$ cat src/rtl/ct_fcnvt_htos_pipe.sv
// Two-stage fp16 -> fp32 widening converter: EX1 classifies and counts leading zeros, EX2 assembles the result.
// Optional build macro FCNVT_HTOS_CANON_NAN_EN: all NaN inputs produce the canonical qNaN.
module ct_fcnvt_htos_pipe (
    input  logic        forever_cpuclk,
    input  logic        cpurst_b,
    input  logic        htos_flush,
    input  logic        htos_stall,
    input  logic        htos_in_vld,
    input  logic [15:0] htos_in_src,
    output logic        htos_out_vld,
    output logic [31:0] htos_out_result,
    output logic        htos_out_nv
);

    localparam int STAGES = 2;

    typedef enum logic [2:0] {
        C_ZERO   = 3'd0,
        C_DENORM = 3'd1,
        C_NORMAL = 3'd2,
        C_INF    = 3'd3,
        C_QNAN   = 3'd4,
        C_SNAN   = 3'd5
    } htos_cls_e;

    typedef struct packed {
        logic      sign;
        htos_cls_e cls;
        logic [4:0] exp;
        logic [9:0] mant;
        logic [3:0] lz;
    } ex1_t;

    logic [STAGES-1:0] vld_pipe;
    ex1_t              ex1, ex1_nxt;
    logic [4:0]        in_exp;
    logic [9:0]        in_mant;
    logic [3:0]        in_lz;
    htos_cls_e         in_cls;
    logic              load1, load2;
    logic [7:0]        exp_norm, exp_den;
    logic [9:0]        mant_den;
    logic [31:0]       res_nxt;
    logic              nv_nxt;

    assign in_exp  = htos_in_src[14:10];
    assign in_mant = htos_in_src[9:0];

    // Flush wins over stall and over a same-cycle input.
    assign load1 = htos_in_vld & ~htos_stall & ~htos_flush;
    assign load2 = vld_pipe[0] & ~htos_stall & ~htos_flush;

    always_comb begin
        in_cls = C_NORMAL;
        if (in_exp == 5'd0)
            in_cls = (in_mant == 10'd0) ? C_ZERO : C_DENORM;
        else if (in_exp == 5'd31) begin
            if (in_mant == 10'd0)
                in_cls = C_INF;
            else if (in_mant[9])
                in_cls = C_QNAN;
            else
                in_cls = C_SNAN;
        end
    end

    // Highest set bit wins; value for an all-zero mantissa is never used.
    always_comb begin
        in_lz = 4'd9;
        for (int i = 0; i < 10; i++)
            if (in_mant[i])
                in_lz = 4'(9 - i);
    end

    always_comb begin
        ex1_nxt      = '0;
        ex1_nxt.sign = htos_in_src[15];
        ex1_nxt.cls  = in_cls;
        ex1_nxt.exp  = in_exp;
        ex1_nxt.mant = in_mant;
        ex1_nxt.lz   = in_lz;
    end

    always_ff @(posedge forever_cpuclk or negedge cpurst_b) begin
        if (!cpurst_b)
            vld_pipe <= '0;
        else if (htos_flush)
            vld_pipe <= '0;
        else if (!htos_stall)
            vld_pipe <= {vld_pipe[0], htos_in_vld};
    end

    always_ff @(posedge forever_cpuclk or negedge cpurst_b) begin
        if (!cpurst_b)
            ex1 <= '0;
        else if (load1)
            ex1 <= ex1_nxt;
    end

    // Denormals renormalize: shifting by lz+1 pushes the leading 1 out as the implicit bit.
    assign exp_norm = {3'b000, ex1.exp} + 8'd112;
    assign exp_den  = 8'd112 - {4'b0000, ex1.lz};
    assign mant_den = ex1.mant << (ex1.lz + 4'd1);

    always_comb begin
        res_nxt = 32'h0;
        nv_nxt  = (ex1.cls == C_SNAN);
        case (ex1.cls)
            C_ZERO:   res_nxt = {ex1.sign, 31'h0};
            C_NORMAL: res_nxt = {ex1.sign, exp_norm, ex1.mant, 13'h0};
            C_DENORM: res_nxt = {ex1.sign, exp_den, mant_den, 13'h0};
            C_INF:    res_nxt = {ex1.sign, 8'hFF, 23'h0};
            default: begin
`ifdef FCNVT_HTOS_CANON_NAN_EN
                res_nxt = 32'h7FC00000;
`else
                res_nxt = {ex1.sign, 8'hFF, 1'b1, ex1.mant[8:0], 13'h0};
`endif
            end
        endcase
    end

    always_ff @(posedge forever_cpuclk or negedge cpurst_b) begin
        if (!cpurst_b) begin
            htos_out_result <= 32'h0;
            htos_out_nv     <= 1'b0;
        end else if (load2) begin
            htos_out_result <= res_nxt;
            htos_out_nv     <= nv_nxt;
        end
    end

    assign htos_out_vld = vld_pipe[STAGES-1];

endmodule

$ cat config.mk
export PLATFORM = sky130hd
export DESIGN_NAME = ct_fcnvt_htos_pipe
export DESIGN_NICKNAME = d
export VERILOG_FILES = /design/src/rtl/ct_fcnvt_htos_pipe.sv
export SDC_FILE = /design/constraint.sdc
export NUM_CORES = 1
export LEC_CHECK = 0
export BUFFER_PORTS_ARGS = -buffer_cell sky130_fd_sc_hd__buf_2
export CAP_MARGIN = 20
export CORE_MARGIN = 2
export CORE_UTILIZATION = 54
export CTS_BUF_LIST = sky130_fd_sc_hd__clkbuf_16
export DETAILED_ROUTE_END_ITERATION = 10
export PLACE_DENSITY_LB_ADDON = 0.2
export SETUP_SLACK_MARGIN = 0.3
export SYNTH_ARGS = -nofsm -noshare
export SYNTH_HDL_FRONTEND = slang
export SYNTH_SLANG_ARGS = --single-unit
$ cat constraint.sdc
create_clock -name forever_cpuclk -period 2.95 [get_ports forever_cpuclk]
set_input_delay 0.4425 -clock forever_cpuclk [delete_from_list [all_inputs] [get_ports forever_cpuclk]]
set_output_delay 0.4425 -clock forever_cpuclk [all_outputs]
set_load 0.02 [all_outputs]
==> key figures, run 1 <==
Clock network
  • Clock insertion delay at the later pin of the skew report: a little under 300 ps
  • Number of H-tree levels: 2
  • Clock buffer depth: 2
  • CTS tree: yes
  • Setup Buffers After CTS: 0
  • Clock Root Buffer: clkbuf_16
  • Worst-path clk slew: 60 ps
  • Sink Count: 44
  • TritonCTS Buffers: 5
  • Cts repair resizes: 0
  • Post-CTS Hold Fix Bufs: 0

Finish
  • Antenna diode count: 0
  • Area occupied by registers: ~0.0011 sq mm
  • Fill cells: 379
  • Final Net Count: 306
  • Multi-input gate area: between 0.001 and 0.0015 sq mm
  • Layout area overhead: 14.5%
  • Share of cells above drive strength 1: around 25%
  • Leading cell type in the layout, fill and taps excluded: dfrtp_1
  • Post-route cell area: 0.00277 sq mm
  • Final Util: 64.1%
  • Most frequent cells in the layout: dfrtp_1 (44), buf_2 (41), nand2_1 (25)

GRT
  • Initial antenna violation count: 0
  • GRT Resource Usage Total: 21.0%
  • Vias in the first global route: approximately 1,700
  • Global-route wire length before repair: 8270 microns
  • Overflow after GRT: 0
  • Largest net degree at the start of global routing: 45

STA
  • Setup TNS: 0 ps
  • Worst rel slew slack: roughly 37%
  • Min cycle time layout: approximately 2200 ps
  • RSZ-0062 raised after global routing: no
  • Fmax: 456 MHz
  • Final period util: 74.4%
  • Final hold violation count: 0
  • Final setup viols: 0
  • Slew Viols, Final: 0
  • Tightest Pin Transition: between 900 and 1000 ps
  • Final worst clock skew: 4.26 ps
  • Final worst slack: 755 ps

Logic synthesis
  • Post-synth EDFFs: 0
  • Seq cells post-synth: 44
  • Dominant synthesized flop cell: dfrtp_1
  • Cell area after synthesis: approximately 0.0024 sq mm
  • Cells after Synth: 248
  • Register area share after synthesis: 45.5%
  • Count of cell types in the netlist: 41
  • Avg Inst Size Synth: 9.77 sq um
  • Async set or reset register ratio after synthesis: 100%
  • Synth warn: 0

Route
  • Routed vias: ~1,900
  • Antenna Nets Post-Route: 0
  • Vias per cell: 5.67
  • Wirelength per Cell: 14.4 microns
  • Iteration-0 DRC count of the detailed router: 133
  • TritonRoute pass-1 iters: 4
  • DRT Wirelength: 4830 microns
  • DR DRC count: 0

Setup path
  • CP Data Arrival Time: around 2400 ps
  • Startpoint Class: flop
  • CP startpoint: ex1[1]
  • WS Path Type: flop to flop
  • Critical path capture point type: flop
  • Required time worst endpoint: 3100 ps
  • Worst-path maximum fanout: 13
  • Crit Reg-Reg Startpoint: ex1[1]

Power
  • Cell area power density: 729 mW/mm^2
  • Clock power share: 31.4%
  • Sequential Power Share: 40.4%
  • Pint: 0.00136 W
  • Peak VDD IR: 0.000483 V
  • Gate power share: 28.3%
  • Sw frac: 32.6%
  • P_sw: 0.000659 W
  • Leakage: 1.32 nW

Placed design
  • Pre-CTS setup slack: 792 ps
  • PortBufs: approximately 40
  • Placed inst area: roughly 0.0026 sq mm
  • Gpl congestion: 0.873
  • DP HPWL: 3550 microns

Die
  • Starting Density: 56.0%
  • Die area: 0.00504 sq mm
  • Row cnt: 24
  • IO Count: 55
  • Core box area: about 0.0043 sq mm
  • DIE HEIGHT: 71.0 microns
  • Die width: 71.0 microns

Run
  • Max Cap Violations: 0

Worst hold path
  • Worst Hold Class: input pin to asynchronous set/reset pin

Run status
  • Outcome: completed
## cell type report
type | count | area share (%)
clock buffers | 5 | 4.51
clock inverters | 3 | 1.67
inverters | 7 | 0.947
multi-input cells | 181 | 42.6
flip-flops and latches | 44 | 39.7
well taps | 52 | 2.35
repair buffers | 44 | 8.21
## power groups by stage
stage | clock network (W) | registers, W | logic, W
floorplan | 0 | 0.000883 | 0.000351
global placement | 0 | 0.000826 | 0.000564
detailed placement | 0 | 0.000826 | 0.000573
CTS | 0.000649 | 0.000815 | 0.000576
global route | 0.000673 | 0.000833 | 0.000633
finish | 0.000634 | 0.000816 | 0.000571
## cell usage after synthesis, types with 2 or more instances
cell type / number / area [sq um]
mux2i_1: 10 / 100
nor2_1: 23 / 86.3
a31oi_1: 5 / 31.3
nor3_1: 5 / 25.0
buf_1: 2 / 7.51
o31ai_1: 3 / 22.5
a22oi_1: 9 / 67.6
mux2_2: 10 / 113
nand2_1: 25 / 93.8
inv_1: 6 / 22.5
o21ai_1: 13 / 65.1
mux4_2: 2 / 45.0
mux2_1: 8 / 90.1
a21o_1: 5 / 37.5
o21ai_0: 9 / 45.0
ha_1: 2 / 25.0
nand3_1: 5 / 25.0
buf_4: 14 / 105
dfrtp_1: 44 / 1100
and2_1: 2 / 12.5
clkbuf_1: 12 / 45.0
xnor2_1: 4 / 35.0
a21oi_1: 12 / 60.1
## metrics by stage
stage	total power (W)	std cells	hold WS (ps)
floorplan	0.00123	260	147
global placement	0.00139	328	447
detailed placement	0.00140	328	456
CTS	0.00204	336	333
global route	0.00214	336	335
finish	0.00202	336	294
## worst paths after layout
check / end / slack [ps] / cells past startpoint
worst max register to register: htos_out_result[22] / 750 / 6
worst min-delay path: htos_out_result[15] / 290 / 1
worst max-delay path: htos_out_result[22] / 750 / 6
min in group forever_cpuclk: vld_pipe[1] / 340 / 2
max in group asynchronous: htos_out_result[21] / 2050 / 1
worst min register to register: htos_out_result[31] / 470 / 2
## logic make-up after synthesis
group | after synthesis | share of synthesized area (%)
other | 1 | 0.155
AOI/OAI and AO/OA | 62 | 15.8
buffers and inverters | 35 | 7.59
and+or+nand+nor | 70 | 14.2
adders and majority gates | 2 | 1.03
DFF | 44 | 45.5
xor gates and xnor gates | 4 | 1.45
muxes | 30 | 14.4
## critical path, cell delays in order, from the launching register on
cell,delay [ps]
dfrtp_1,410
inv_1,70
ha_1,610
mux2i_1,290
mux2i_1,140
a2111oi_0,410
a21oi_1,120
## metal layers
metal  share of wire (%)  vias to the layer above  track usage (%)
li1                    -                      924                -
met3                 5.6                        9             4.70
met4                 1.7                        0             6.92
met5                   0                        -                0
met1                  47                      906             29.7
met2                  45                       66             32.3
## sequential cells by signal, summed over array words and instances (netlist names)
name / flops
ex1: 23
htos_out_nv: 1
htos_out_result: 18
vld_pipe: 2
(Power assumes the default switching activity.)
==> run 2: changes to the inputs <==
--- a/config.mk
+++ b/config.mk
@@ -8,7 +8,7 @@
 export BUFFER_PORTS_ARGS = -buffer_cell sky130_fd_sc_hd__buf_2
 export CAP_MARGIN = 20
 export CORE_MARGIN = 2
-export CORE_UTILIZATION = 54
+export CORE_UTILIZATION = 49
 export CTS_BUF_LIST = sky130_fd_sc_hd__clkbuf_16
 export DETAILED_ROUTE_END_ITERATION = 10
 export PLACE_DENSITY_LB_ADDON = 0.2
==> constraint.sdc (replaced) <==
create_clock -name forever_cpuclk -period 1.8 [get_ports forever_cpuclk]
set_input_delay 0.27 -clock forever_cpuclk [delete_from_list [all_inputs] [get_ports forever_cpuclk]]
set_output_delay 0.27 -clock forever_cpuclk [all_outputs]
set_load 0.02 [all_outputs]
==> run 2 against run 1 <==
Register-to-register slack worse by 760 ps; count of clock-buffer cells in the layout stayed put; highest routed layer unchanged; the flow now finishes with violations (setup timing); design area is 10% higher; critical endpoint is now htos_out_result[21]; wire length is 12% higher; critical path type unchanged; die area is 9.6% higher; maximum frequency is 22% higher.
==> key figures, run 2 (synthesis results as in run 1) <==
Worst hold path
  • Worst Hold Class: input pin to flop
  • Hold path endpoint: vld_pipe[1]
  • Hold path startpoint: htos_flush
  • Hold Path Stages: 2

Finish
  • Area occupied by registers: 0.00110 sq mm (unchanged)
  • Layout area overhead: 26.3%
  • Final Net Count: 329 (+7.5%)
  • Fill cells: 426 (+12%)
  • Max reg flops: 23 (unchanged)
  • Largest Register: ex1
  • Leading cell type in the layout, fill and taps excluded: dfrtp_1
  • Post-route cell area: 0.00306 sq mm (+10%)
  • Share of cells above drive strength 1: 34.2% (+9.6 points)
  • Largest regs: ex1 (23), htos_out_result (18), vld_pipe (2)
  • Antenna diode count: 0 (unchanged)
  • Multi-input gate area: 0.00126 sq mm (+6.7%)
  • Most frequent cells in the layout: dfrtp_1 (44), buf_2 (40), nand2_1 (24)

Clock network
  • TritonCTS Buffers: 5 (unchanged)
  • Clock insertion delay at the later pin of the skew report: 280 ps (about the same)
  • Worst-path clk slew: 60 ps (about the same)
  • CTS tree: yes
  • Number of H-tree levels: 2 (unchanged)
  • Sink Count: 44 (unchanged)
  • Clock Root Buffer: clkbuf_16
  • Clock buffer depth: 2 (unchanged)

GRT
  • GRT Resource Usage Total: 21.6% (+0.59 points)
  • Vias in the first global route: 1,805 (+4.4%)
  • Initial antenna violation count: 0 (unchanged)
  • Largest net degree at the start of global routing: 32 (-29%)
  • Global-route wire length before repair: 8770 microns (+6.1%)
  • Overflow after GRT: 0 (unchanged)

Setup path
  • Buf/Inv on CP: 2 (+1)
  • Worst path depth: 7 (+1)
  • Crit path largest cell delay: 520 ps (-90 ps)
  • WS Path Type: flop to flop
  • Reg-to-reg endpoint: htos_out_result[21]
  • R2R Setup Slk: -5 ps (-760 ps)
  • Crit path cell chain: inv_6 -> ha_4 -> mux4_2 -> inv_2 -> mux2i_1 -> a22oi_1 -> a31oi_1
  • Startpoint Class: flop
  • CP Data Arrival Time: 1960 ps (-390 ps)
  • Required time worst endpoint: 1960 ps (-1140 ps)
  • Crit Reg-Reg Startpoint: ex1[0]
  • Slowest-stage cell, CP: mux4_2
  • R2r worst-path depth: 7 (+1)
  • Cell family with most CP delay: multiplexers
  • Worst-path maximum fanout: 6 (-7)
  • Critical path capture point type: flop

Power
  • Cell area power density: 1100 mW/mm^2 (+50%)
  • Peak VDD IR: 0.000581 V (+20%)
  • Leakage: 1.45 nW (+9.6%)
  • Gate power share: 34.3% (+6.0 points)
  • P_sw: 0.00113 W (+71%)
  • Pint: 0.00222 W (+63%)
  • Sequential Power Share: 40.2% (-0.2 points)
  • Clock power share: 25.5% (-5.9 points)
  • Sw frac: 33.7% (+1.1 points)

Route
  • Vias per cell: 5.17 (-8.7%)
  • DRT Wirelength: 5390 microns (+12%)
  • Iteration-0 DRC count of the detailed router: 147 (+11%)
  • Wirelength per Cell: 14.4 microns (+0.26%)
  • Antenna Nets Post-Route: 0 (unchanged)
  • DR DRC count: 0 (unchanged)
  • Routed vias: 1,935 (+1.6%)
  • TritonRoute pass-1 iters: 4 (unchanged)

Run status
  • Failing checks: setup timing
  • Outcome: finished with violations

STA
  • Final worst slack: -5.38 ps (-760 ps)
  • RSZ-0062 raised after global routing: yes
  • Final worst clock skew: 4.56 ps (+0.300 ps)
  • Final setup viols: 1 (+1)
  • Tightest Pin Transition: 501 ps (-451 ps)
  • Final period util: 100% (+26 points)
  • Final hold violation count: 0 (unchanged)
  • Fmax: 554 MHz (+22%)
  • Setup TNS: -5.38 ps (-5.38 ps)
  • Min cycle time layout: 1810 ps (-390 ps)
  • Slew Viols, Final: 0 (unchanged)
  • Worst rel slew slack: 66.6% (+30 points)

Placed design
  • PortBufs: 41 (unchanged)
  • DP HPWL: 3830 microns (+8.1%)
  • Gpl congestion: 0.839 (-3.9%)
  • Placed inst area: 0.00279 sq mm (+7.2%)

Die
  • DIE HEIGHT: 74.3 microns (+4.7%)
  • Die width: 74.3 microns (+4.7%)
  • Die area: 0.00552 sq mm (+9.6%)
  • Row cnt: 25 (+4.2%)
  • Core box area: 0.00475 sq mm (+10%)
  • IO Count: 55 (unchanged)
  • Starting Density: 50.9% (-5.1 points)

Run
  • Max Cap Violations: 0 (unchanged)
-- run 2: cell count changes in the layout (fill, tap and decap cells not counted), moves of 3 or more --
cell	previous run	this run
mux2i_1	10	6
buf_4	3	21
buf_6	0	3
mux2i_2	0	3
-- run 2: timing repair --
action,in CTS,in global routing
hold buffers,1,0
buffers inserted,5,0
setup endpoints to repair,12,13
endpoints found under the hold margin,19,0
pin swaps,2,2
resized for setup,18,5
cloned,1,0
-- run 2: per-layer routing --
metal	global-route usage, %	part of all wire (%)	vias up
li1	-	-	970
met1	29.3	48	896
met2	34.0	46	63
met3	4.61	4.7	6
met4	8.53	1.2	0
met5	0	0	-
-- run 2: worst max path at each step --
stage | start | to | slack (ps)
final | ex1[0] | htos_out_result[21] | -5
after global routing | ex1[0] | htos_out_result[21] | -90
after CTS | ex1[0] | htos_out_result[21] | 10
after detailed placement | htos_in_src[9] | ex1[21] | -110
after global placement | htos_in_src[9] | ex1[21] | -90
after floorplan | ex1[0] | htos_out_result[22] | -70
-- run 2: power by group through the flow --
stage | clock, W | combinational (W) | sequential [W]
after global placement | 0 | 0.00100 | 0.00135
after global routing | 0.000919 | 0.00125 | 0.00138
after floorplan | 0 | 0.000613 | 0.00145
final | 0.000854 | 0.00115 | 0.00135
after detailed placement | 0 | 0.00101 | 0.00136
after CTS | 0.000882 | 0.00113 | 0.00134
-- run 2: final cells by class --
cell class,count,share of cell area (%)
Clock buffer,5,4.09
Inverter,7,1.02
Sequential cell,44,36.0
Timing Repair Buffer,67,14.4
Clock inverter,3,0.491
Multi-Input combinational cell,181,41.2
Tap cell,67,2.74
-- run 2: worst register-to-register path, delay by kind of cell, from the launching register on --
kind | cells | cell delay [ps]
multiplexers | 2 | 580
flip-flops | 1 | 410
adder cells (fa/ha/maj) | 1 | 320
AO/OA/AOI/OAI | 2 | 260
buffers and inverters | 2 | 110
-- run 2: stage by stage --
| step | hold WS [ps] | total power, W | std cells | util [%] | setup slack, ps |
|---|---|---|---|---|---|
| final | 168 | 0.00335 | 374 | 64.3 | -5.38 |
| after floorplan | -25.6 | 0.00206 | 260 | - | -73.8 |
| after CTS | 158 | 0.00336 | 374 | 63.9 | 14.6 |
| after global placement | 258 | 0.00235 | 359 | 58.7 | -88.2 |
| after global routing | 166 | 0.00355 | 374 | 64.3 | -88.3 |
| after detailed placement | 259 | 0.00237 | 359 | 58.7 | -110 |
